**src/rtl/ring_noc_pkg.sv**
```systemverilog
// ring_noc_pkg: shared definitions for the ring NoC router.
//   - Packet field offsets: [48] valid, [47:32] timestamp, [31:16] source,
//     [15:0] destination.
//   - Input port indices (east, west, local).
//   - Route direction encoding. Its values double as output indices:
//     0 = east link, 1 = west link, 2 = eject.
//   - route_dir(): shortest-path ring route for one head packet.
package ring_noc_pkg;

    localparam int unsigned VALID_BIT = 48;
    localparam int unsigned TS_MSB    = 47;
    localparam int unsigned TS_LSB    = 32;
    localparam int unsigned SRC_MSB   = 31;
    localparam int unsigned SRC_LSB   = 16;
    localparam int unsigned DST_MSB   = 15;
    localparam int unsigned DST_LSB   = 0;

    localparam int unsigned PORT_EAST  = 0;
    localparam int unsigned PORT_WEST  = 1;
    localparam int unsigned PORT_LOCAL = 2;
    localparam int unsigned NUM_PORTS  = 3;

    typedef enum logic [1:0] {
        DIR_EAST  = 2'd0,
        DIR_WEST  = 2'd1,
        DIR_EJECT = 2'd2
    } dir_e;

    // Out-of-range destinations go to eject so they leave the ring here;
    // the router counts them as drops. A tie at exactly half the ring goes east.
    function automatic dir_e route_dir(input logic [15:0] dst,
                                       input int unsigned num_nodes,
                                       input int unsigned router_id);
        int unsigned d;
        if (32'(dst) >= num_nodes || 32'(dst) == router_id) begin
            return DIR_EJECT;
        end
        d = (32'(dst) + num_nodes - router_id) % num_nodes;
        return (d <= num_nodes / 2) ? DIR_EAST : DIR_WEST;
    endfunction

endpackage

```
**src/rtl/router_input_fifo.sv**
```systemverilog
// router_input_fifo: synchronous FIFO used for each router input.
//   clk, rst   : clock and synchronous active-high reset (empties the FIFO)
//   push, din  : write request and data. A write is ignored when the FIFO is
//                full, unless a pop happens on the same edge.
//   pop, dout  : read request and head data (dout is valid while !empty)
//   full, empty, free_count : occupancy status
module router_input_fifo #(
    parameter int unsigned DEPTH = 4,
    parameter int unsigned WIDTH = 49
) (
    input  logic                     clk,
    input  logic                     rst,
    input  logic                     push,
    input  logic                     pop,
    input  logic [WIDTH-1:0]         din,
    output logic [WIDTH-1:0]         dout,
    output logic                     full,
    output logic                     empty,
    output logic [$clog2(DEPTH):0]   free_count
);
    localparam int unsigned AW = $clog2(DEPTH);

    logic [WIDTH-1:0] mem [DEPTH];
    logic [AW-1:0]    rd_ptr;
    logic [AW-1:0]    wr_ptr;
    logic [AW:0]      count;
    logic             do_push;
    logic             do_pop;

    assign empty      = (count == '0);
    assign full       = (count == (AW+1)'(DEPTH));
    assign free_count = (AW+1)'(DEPTH) - count;
    assign do_pop     = pop && !empty;
    assign do_push    = push && (!full || do_pop);
    assign dout       = mem[rd_ptr];

    always_ff @(posedge clk) begin
        if (rst) begin
            rd_ptr <= '0;
            wr_ptr <= '0;
            count  <= '0;
        end else begin
            if (do_push) wr_ptr <= wr_ptr + 1'b1;
            if (do_pop)  rd_ptr <= rd_ptr + 1'b1;
            case ({do_push, do_pop})
                2'b10:   count <= count + 1'b1;
                2'b01:   count <= count - 1'b1;
                default: count <= count;
            endcase
        end
    end

    // Storage needs no reset: reset clears count, so stale entries are never read.
    always_ff @(posedge clk) begin
        if (do_push) mem[wr_ptr] <= din;
    end

endmodule

```
**src/rtl/ring_router_vc.sv**
```systemverilog
// ring_router_vc: bidirectional ring router node with per-input FIFOs.
//   clk, rst, clk_counter       : clock, synchronous active-high reset,
//                                 global cycle count used for age and latency
//   link_east_in / link_west_in : packets from the neighbours (valid bit qualifies)
//   local_in / local_in_ready   : injection port; accepted when valid & ready
//   backpressure_*_rd           : neighbour stalls; block sends in that direction
//   link_east_out/link_west_out : registered link outputs, all-zero when idle
//   backpressure_*_wr           : registered stalls to neighbours
//   eject_out                   : registered packet delivered to this node
//   total_packet_recieve, total_latency, total_drop : ejection statistics
module ring_router_vc
    import ring_noc_pkg::*;
#(
    parameter int unsigned NUM_NODES        = 8,
    parameter int unsigned ROUTER_ID        = 0,
    parameter int unsigned PACKET_SIZE      = 49,
    parameter int unsigned BUFFER_SIZE      = 4,
    parameter int unsigned BUFFER_THRESHOLD = 1
) (
    input  logic                   clk,
    input  logic                   rst,
    input  logic [15:0]            clk_counter,
    input  logic [PACKET_SIZE-1:0] link_east_in,
    input  logic [PACKET_SIZE-1:0] link_west_in,
    input  logic [PACKET_SIZE-1:0] local_in,
    output logic                   local_in_ready,
    input  logic                   backpressure_east_rd,
    input  logic                   backpressure_west_rd,
    output logic [PACKET_SIZE-1:0] link_east_out,
    output logic [PACKET_SIZE-1:0] link_west_out,
    output logic                   backpressure_east_wr,
    output logic                   backpressure_west_wr,
    output logic [PACKET_SIZE-1:0] eject_out,
    output logic [63:0]            total_packet_recieve,
    output logic [63:0]            total_latency,
    output logic [31:0]            total_drop
);
    localparam int unsigned FW = $clog2(BUFFER_SIZE) + 1;

    if (BUFFER_THRESHOLD < 1 || BUFFER_THRESHOLD >= BUFFER_SIZE) begin : g_bad_threshold
        $error("ring_router_vc: BUFFER_THRESHOLD must be in 1..BUFFER_SIZE-1");
    end
    if (BUFFER_SIZE < 2 || (BUFFER_SIZE & (BUFFER_SIZE - 1)) != 0) begin : g_bad_size
        $error("ring_router_vc: BUFFER_SIZE must be a power of 2 and >= 2");
    end

    logic [PACKET_SIZE-1:0] in_pkt [NUM_PORTS];
    logic [PACKET_SIZE-1:0] head   [NUM_PORTS];
    logic [FW-1:0]          free   [NUM_PORTS];
    logic [FW-1:0]          free_next [NUM_PORTS];
    dir_e                   dir    [NUM_PORTS];
    logic [15:0]            age    [NUM_PORTS];
    logic [NUM_PORTS-1:0]   push, pop, full, empty, drop;
    logic [NUM_PORTS-1:0]   blocked;

    assign local_in_ready = !full[PORT_LOCAL];
    assign blocked        = {1'b0, backpressure_west_rd, backpressure_east_rd};

    always_comb begin
        in_pkt[PORT_EAST]  = link_east_in;
        in_pkt[PORT_WEST]  = link_west_in;
        in_pkt[PORT_LOCAL] = local_in;
        push = '0;
        drop = '0;
        for (int unsigned p = 0; p < NUM_PORTS; p++) begin
            // A full link FIFO still accepts a packet when its head leaves on the same edge.
            if (p == PORT_LOCAL) begin
                push[p] = in_pkt[p][VALID_BIT] && !full[p];
            end else begin
                push[p] = in_pkt[p][VALID_BIT] && (!full[p] || pop[p]);
                drop[p] = in_pkt[p][VALID_BIT] && full[p] && !pop[p];
            end
            dir[p]       = route_dir(head[p][DST_MSB:DST_LSB], NUM_NODES, ROUTER_ID);
            age[p]       = clk_counter - head[p][TS_MSB:TS_LSB];
            free_next[p] = free[p] + FW'(pop[p]) - FW'(push[p]);
        end
    end

    for (genvar p = 0; p < NUM_PORTS; p++) begin : g_fifo
        router_input_fifo #(.DEPTH(BUFFER_SIZE), .WIDTH(PACKET_SIZE)) u_fifo (
            .clk        (clk),
            .rst        (rst),
            .push       (push[p]),
            .pop        (pop[p]),
            .din        (in_pkt[p]),
            .dout       (head[p]),
            .full       (full[p]),
            .empty      (empty[p]),
            .free_count (free[p])
        );
    end

    // One oldest-first arbiter per output. The scan starts at the round-robin
    // pointer and uses a strict '>' comparison, so among equal ages the first
    // requester in round-robin order wins.
    for (genvar o = 0; o < NUM_PORTS; o++) begin : g_arb
        logic [NUM_PORTS-1:0]   req;
        logic                   win_valid;
        logic [1:0]             win_idx;
        logic [1:0]             rr_ptr;
        logic [PACKET_SIZE-1:0] win_pkt;

        always_comb begin
            for (int unsigned p = 0; p < NUM_PORTS; p++) begin
                req[p] = !empty[p] && (dir[p] == dir_e'(o)) && !blocked[o];
            end
        end

        always_comb begin
            logic [15:0] best_age;
            int unsigned idx;
            win_valid = 1'b0;
            win_idx   = rr_ptr;
            best_age  = '0;
            idx       = 0;
            for (int unsigned k = 0; k < NUM_PORTS; k++) begin
                idx = (32'(rr_ptr) + k) % NUM_PORTS;
                if (req[idx] && (!win_valid || age[idx] > best_age)) begin
                    win_valid = 1'b1;
                    win_idx   = 2'(idx);
                    best_age  = age[idx];
                end
            end
        end

        assign win_pkt = head[win_idx];

        always_ff @(posedge clk) begin
            if (rst) begin
                rr_ptr <= 2'(PORT_EAST);
            end else if (win_valid) begin
                rr_ptr <= (win_idx == 2'(NUM_PORTS - 1)) ? 2'd0 : win_idx + 2'd1;
            end
        end
    end

    always_comb begin
        pop = '0;
        if (g_arb[PORT_EAST].win_valid)  pop[g_arb[PORT_EAST].win_idx]  = 1'b1;
        if (g_arb[PORT_WEST].win_valid)  pop[g_arb[PORT_WEST].win_idx]  = 1'b1;
        if (g_arb[PORT_LOCAL].win_valid) pop[g_arb[PORT_LOCAL].win_idx] = 1'b1;
    end

    logic [PACKET_SIZE-1:0] ej_pkt;
    logic                   ej_bad, ej_ok;
    logic [15:0]            ej_age;
    logic [1:0]             drop_inc;
    logic [32:0]            drop_sum;

    assign ej_pkt   = g_arb[DIR_EJECT].win_pkt;
    assign ej_bad   = 32'(ej_pkt[DST_MSB:DST_LSB]) >= NUM_NODES;
    assign ej_ok    = g_arb[DIR_EJECT].win_valid && !ej_bad;
    assign ej_age   = clk_counter - ej_pkt[TS_MSB:TS_LSB];
    assign drop_inc = 2'(drop[PORT_EAST]) + 2'(drop[PORT_WEST])
                    + 2'(g_arb[DIR_EJECT].win_valid && ej_bad);
    assign drop_sum = {1'b0, total_drop} + 33'(drop_inc);

    always_ff @(posedge clk) begin
        if (rst) begin
            link_east_out        <= '0;
            link_west_out        <= '0;
            eject_out            <= '0;
            backpressure_east_wr <= 1'b0;
            backpressure_west_wr <= 1'b0;
            total_packet_recieve <= '0;
            total_latency        <= '0;
            total_drop           <= '0;
        end else begin
            link_east_out <= g_arb[DIR_EAST].win_valid ? g_arb[DIR_EAST].win_pkt : '0;
            link_west_out <= g_arb[DIR_WEST].win_valid ? g_arb[DIR_WEST].win_pkt : '0;
            eject_out     <= ej_ok ? ej_pkt : '0;
            backpressure_east_wr <= free_next[PORT_EAST] <= FW'(BUFFER_THRESHOLD);
            backpressure_west_wr <= free_next[PORT_WEST] <= FW'(BUFFER_THRESHOLD);
            if (ej_ok) begin
                total_packet_recieve <= total_packet_recieve + 64'd1;
                total_latency        <= total_latency + 64'(ej_age);
            end
            total_drop <= drop_sum[32] ? '1 : drop_sum[31:0];
        end
    end

endmodule
```
**config.mk**
```make
export PLATFORM = sky130hd
export DESIGN_NAME = ring_router_vc
export DESIGN_NICKNAME = d
export VERILOG_FILES = /design/src/rtl/ring_noc_pkg.sv /design/src/rtl/router_input_fifo.sv /design/src/rtl/ring_router_vc.sv
export SDC_FILE = /design/constraint.sdc
export NUM_CORES = 2
export LEC_CHECK = 0
export BUFFER_PORTS_ARGS = -buffer_cell sky130_fd_sc_hd__buf_2
export CAP_MARGIN = 40
export CORE_MARGIN = 1.5
export CORE_UTILIZATION = 40
export DETAILED_ROUTE_END_ITERATION = 7
export PLACE_DENSITY_LB_ADDON = 0.1
export SLEW_MARGIN = 40
export SYNTH_ARGS = -nofsm -noshare
export SYNTH_HDL_FRONTEND = slang
export SYNTH_SLANG_ARGS = --single-unit
```
**constraint.sdc**
```tcl
create_clock -name clk -period 15.35 [get_ports clk]
set_input_delay 1.535 -clock clk [delete_from_list [all_inputs] [get_ports clk]]
set_output_delay 1.535 -clock clk [all_outputs]
set_load 0.05 [all_outputs]
```
-- Word-level counts from Yosys, hierarchy flattened
Memory sizes are Yosys's and may differ from the RTL's. A register that Yosys moved wholly into a read port is not among the register bits.
Cells that the tools add are included.
- register bits after elaboration: 336
- bits in writable memories: 588
- output and inout bits: 310
- memories kept: 3
- add/subtract/negate cells: 39
- divide/modulo/power cells: 9
- order comparisons: 42
- eq/ne operators: 18
- multiplexer cells: 118
- bitwise logic cells: 17
- reduce and logical (&&, ||, !) cells: 85
- memory list (memory ; depth ; width ; read ports ; clocked after memory_dff ; wr ports ; line ; RTL):
    g_fifo[0].u_fifo.mem ; 4 ; 49 ; 1 ; 1 ; 1 ; router_input_fifo.sv:23 ; logic [WIDTH-1:0] mem [DEPTH];
    g_fifo[1].u_fifo.mem ; 4 ; 49 ; 1 ; 1 ; 1 ; router_input_fifo.sv:23 ;
    g_fifo[2].u_fifo.mem ; 4 ; 49 ; 1 ; 1 ; 1 ; router_input_fifo.sv:23 ;
- operator list (operator ; count):
    16-bit 2-to-1 mux ; 24
    33-bit by 3-bit greater-or-equal comparator with 1-bit output, second input constant ; 9
    32-bit inverter with 33-bit output ; 9
    49-bit binary-select mux with 2-bit select ; 3
    49-bit 2-to-1 mux ; 6
    16-bit binary-select mux with 2-bit select ; 9
    32-bit by 3-bit less-than comparator with 1-bit output, second input constant ; 9
    32-bit by 2-bit modulo with 32-bit output, second input constant ; 6
    16-bit > comparator ; 6
    2-bit by 2-bit modulo with 32-bit output, second input constant ; 3
    64-bit by 1-bit adder with 64-bit output, second input constant ; 1
    64-bit by 16-bit adder with 64-bit output ; 1
    16-bit by 4-bit greater-or-equal comparator with 1-bit output, second input constant ; 4
    16-bit subtractor ; 4
    16-bit zero test ; 3
    2-bit 2-to-1 mux ; 24
    1-bit logical AND ; 39
    32-bit by 2-bit adder with 33-bit output ; 1
    1-bit 2-to-1 mux ; 33
    32-bit 2-to-1 mux ; 1
    2-bit by 1-bit adder with 2-bit output, second input constant ; 9
    3-bit by 1-bit adder with 3-bit output, second input constant ; 6
    1-bit binary-select mux with 2-bit select ; 9
    2-bit == test, second input constant ; 9
    27 further kinds ; 100

-- Depth between registers and ports, before layout
- depth after elaboration: 33
- depth in mapped cells: 67
- depth with buffers taken out: 60

-- Modules after synthesis
Synthesis repeated with hierarchy kept, for this count alone.
- cells, all modules: 3927
- area total of the unflattened synthesis: 45981.6 um^2
- by module, submodules not included (module ; instances ; cells an instance ; area each (um^2) ; sequential area each (um^2)):
    ring_router_vc ; 1 ; 2967 ; 22958.3 ; 6306.0
    router_input_fifo at g_fifo[1].u_fifo ... ; 2 ; 320 ; 7672.4 ; 6065.8
    router_input_fifo at g_fifo[0].u_fifo ; 1 ; 320 ; 7678.6 ; 6065.8

-- Least setup slack after synthesis
No wires, ideal clock.
- path type: register -> register
- from: reg (tool-made name)
- to: reg total_latency[52]
- data arrival time: 13.435 ns
- setup slack: 1.845 ns
- stages on the path, launching flop included: 61
- clock period less this slack: 13.505 ns
- cells stage by stage: dfxtp_1 -> clkbuf_1 -> buf_2 -> buf_1 -> mux4_2 -> inv_1 -> ha_1 -> nor2b_1 -> o21ai_0 -> a21boi_0 -> o21ai_0 -> a21boi_0 -> o2111ai_1 -> a31oi_1 -> a21o_1 -> a311oi_1 -> mux2_2 -> o22ai_1 -> [25 not listed] -> a21o_1 -> a21o_1 -> a21o_1 -> a21o_1 -> a21o_1 -> a21o_1 -> a21o_1 -> a21o_1 -> a21oi_1 -> xnor2_1 -> ha_1 -> nand2_1 -> o31a_1 -> o21ai_0 -> nand4_4 -> buf_6 -> or4_1 -> a21oi_1
- RTL lines (element ; line ; RTL):
    end signal: assignment ; ring_router_vc.sv:176 ; total_latency <= total_latency + 64'(ej_age);
    end: declaration ; ring_router_vc.sv:35 ; output logic [63:0] total_latency,

==> impl_metrics.csv <==
group,metric,value,unit
drt,first_pass_iters,6,
drt,antenna_left,0,
critical_path,crit_path_top_delay_cell,"mux4_2",
clocking,insertion_delay,0.73,ns
clocking,path_clk_slew,0.07,ns
sta,setup_viol,0,
die,die_area,0.1183,mm2
power,power_density,236.5,mW/mm2
critical_path,cpPeakStageDelay,0.72,ns
clocking,cts_buffers,99,
die,rows,124,
job,drv_cap,0,
synthesis,yosys.area.top_type_share,37.96,%
min_path,worstHoldPathType,"reg2reg",
drt,drc,0,
drt,vias_per_cell,5.649,
die,core_region_area,0.1148,mm2
power,switchingPower,5.809,mW
final_layout,register_area,0.02451,mm2
synthesis,syn_avg_cell_area,11.18,um2
sta,period_share,94.82,%
synthesis,synthArstFlopShare,0,%
critical_path,path_class,"reg2reg",
critical_path,cp_max_fo,33,
die,die_y,344.0,um
global_route,grt_pass1_wl,219.8,mm
power,p_seq_share,23.1,%
drt,wl_per_cell,24.06,um
synthesis,synth.area.top_cells,"edfxtp_1 38%, dfxtp_1 15%, ha_1 5.4%",
clocking,cts.sinks,930,
placement,placedCellCount,6089,
final_layout,drive_above_1_share,20.50,%
sta,finalMaxSlewViolations,0,
die,die_w,344.0,um
clocking,root_buffer,"clkbuf_16",
sta,fin_crit,14.55,ns
power,power,12.93,mW
critical_path,endpoint_kind,"flop",
sta,tns,0,ns
global_route,track_usage,24.84,%
clocking,cts_tree,"yes",
power,internal_power,7.117,mW
power,pwr-share-clk,19.0,%
synthesis,yosysTopAreaCell,"edfxtp_1",
sta,setup_slack,0.7957,ns
sta,finalHoldViolations,0,
clocking,htree_levels,3,
placement,pre_cts_ws,0.2835,ns
placement,io_buffer_count,476,
die,initial_core_util,40.51,%
sta,rsz0062_at_grt,"no",
placement,gp_congestion,0.9884,
synthesis,synthFlopType,"edfxtp_1",
sta,clock_skew,0.08105,ns
critical_path,rrSetupSlack,0.80,ns
critical_path,cpMostUsedCell,"a21o_1",
sta,maxSlewHeadroom,41.67,%
global_route,grt_pass1_vias,33383,
critical_path,critPathRequiredTime,15.99,ns
critical_path,critPathArrivalTime,15.20,ns
power,p_sw_share,44.94,%
global_route,grt_max_degree,197,
global_route,grt_antenna_before_repair,28,
clocking,ctsLongestPathBuffers,3,
clocking,cts_hold_buf,0,
critical_path,start_kind,"flop",
global_route,grt_overflow,0,
drt,wl,151.2,mm
power,power_frac_comb,57.9,%
drt,drt_iter0_drc,2941,
die,num_io_pins,477,
synthesis,synth_edf_count,588,
run_status,status,"finished clean",
sta,max_freq,0.06871,GHz
final_layout,syn2layout_area_growth,17.51,%
power,max-vdd-ir-drop,0.0002317,V
sta,holdWs,0.4776,ns
synthesis,synth_cell_types,95,
final_layout,final_nets,5060,
drt,vias,35486,
sta,worst_slew_pin_slew,0.8718,ns
synthesis,yosysWarningCount,0,
final_layout,multi_input_area,0.02079,mm2
synthesis,syn_area,0.04651,mm2
final_layout,n_fill_cell,10651,
synthesis,synth-seq-area-share,52.68,%
synthesis,synthCells,4161,
synthesis,ys_ff_latch,930,
final_layout,fin_cells,6282,
placement,dp_hpwl,109.0,mm
power,leakage,21.04,nW
## flip-flops by register name, summed over array words and instances, names as in the netlist, 6 cells and up, named ones only
signal and cells:
g_fifo.u_fifo.mem 588, g_fifo.u_fifo.count 9, g_fifo.u_fifo.wr_ptr 6, total_packet_recieve 64, g_arb.rr_ptr 6, link_west_out 49, total_latency 64, link_east_out 49
eject_out 49, g_fifo.u_fifo.rd_ptr 6, total_drop 32
## stage by stage
stage | util, % | cell area [um2]
2_1_floorplan | - | 46660
3_3_place_gp | 44.47 | 51050
3_5_place_dp | 44.57 | 51170
4_1_cts | 47.52 | 54560
5_1_grt | 47.60 | 54650
6_report | 47.60 | 54650
## power by group through the flow
stage | clock network [mW] | logic [mW] | registers [mW]
3_3_place_gp | 0 | 7.29 | 3.03
2_1_floorplan | 0 | 4.95 | 3.09
6_report | 2.46 | 7.49 | 2.98
3_5_place_dp | 0 | 7.32 | 3.04
5_1_grt | 2.61 | 8.12 | 3.00
4_1_cts | 2.52 | 7.36 | 2.99
## layer usage
layer	vias up	wire length [um]	global-route usage [%]
li1	16620	-	-
met1	17277	63780	32.86
met2	1309	69240	39.70
met3	258	13630	6.691
met4	22	4410	7.648
met5	-	118	0
## Yosys cell counts, types with 29 or more instances
library cell and instances:
dfxtp_1 342, nor2_1 350, nor4_1 29, edfxtp_1 588, o21ai_0 188, xnor2_1 69, or4_1 50, o22ai_1 109
nor3_1 90, ha_1 200, and3_1 52, mux4_2 109, nand2_1 198, a21o_1 41, mux2_2 37, nand3_1 144
nor2b_1 52, or3_1 46, xor2_1 55, clkbuf_1 160, o31ai_1 48, a21oi_1 347, nand4_1 48, inv_1 184
mux2i_1 143, and2_1 97
## area by class of cell
cell class / instances / area share, %
inverter: 184 / 1.264
clock buffer: 127 / 5.005
multi-input combinational: 2875 / 38.04
sequential: 930 / 44.85
antenna: 3 / 0.01374
clock inverter: 60 / 1.209
tap: 1512 / 3.462
timing repair buffer: 591 / 6.149
## critical path: cells and delay by family, from the launching register on
family	cells	cell delay (ns)
muxes	4	1.35
xor gates and xnor gates	1	0.11
and+or+nand+nor	12	2.56
adders and majority gates	5	1.41
buffers and inverters	7	1.62
AOI/OAI and AO/OA	29	6.84
DFF	1	0.53
## logic make-up after synthesis
group	Yosys count	synth area share, %
AND/OR/NAND/NOR	1242	13.58
multiplexers	293	9.348
adder cells (fa/ha/maj)	213	5.918
buffers and inverters	398	3.314
other	1	0.008063
AO/OA/AOI/OAI	960	12.81
flip-flops	930	52.68
XOR/XNOR	124	2.335
## what timing repair did
| action | CTS | global route |
|---|---|---|
| endpoints found under the setup margin | 0 | 32 |
| buffers inserted | 0 | 0 |
| gates resized for setup | 0 | 5 |
## layout by cell type, fill, tap and decap left out, drive strengths merged, types with 55 or more instances in the layout
cell type | netlist | final
buf | 53 | 590
edfxtp | 588 | 588
nor2 | 350 | 350
a21oi | 348 | 348
dfxtp | 342 | 342
ha | 200 | 200
nand2 | 198 | 198
o21ai | 192 | 192
inv | 184 | 188
nand3 | 144 | 144
mux2i | 143 | 143
clkbuf | 161 | 128
o22ai | 110 | 110
mux4 | 109 | 109
and2 | 98 | 98
nor3 | 90 | 90
xnor2 | 69 | 69
xor2 | 55 | 55
## path summary, 6_finish.rpt
kind / startpoint / to / cells after the start
setup reg to reg: flop / total_latency[20]$_SDFFE_PP0P_ / 58
setup / recovery: flop / total_latency[20]$_SDFFE_PP0P_ / 58
hold reg to reg: total_latency[0]$_SDFFE_PP0P_ / total_latency[0]$_SDFFE_PP0P_ / 2
hold / removal: total_latency[0]$_SDFFE_PP0P_ / total_latency[0]$_SDFFE_PP0P_ / 2
Note: power is estimated with default switching activity, not from simulation.
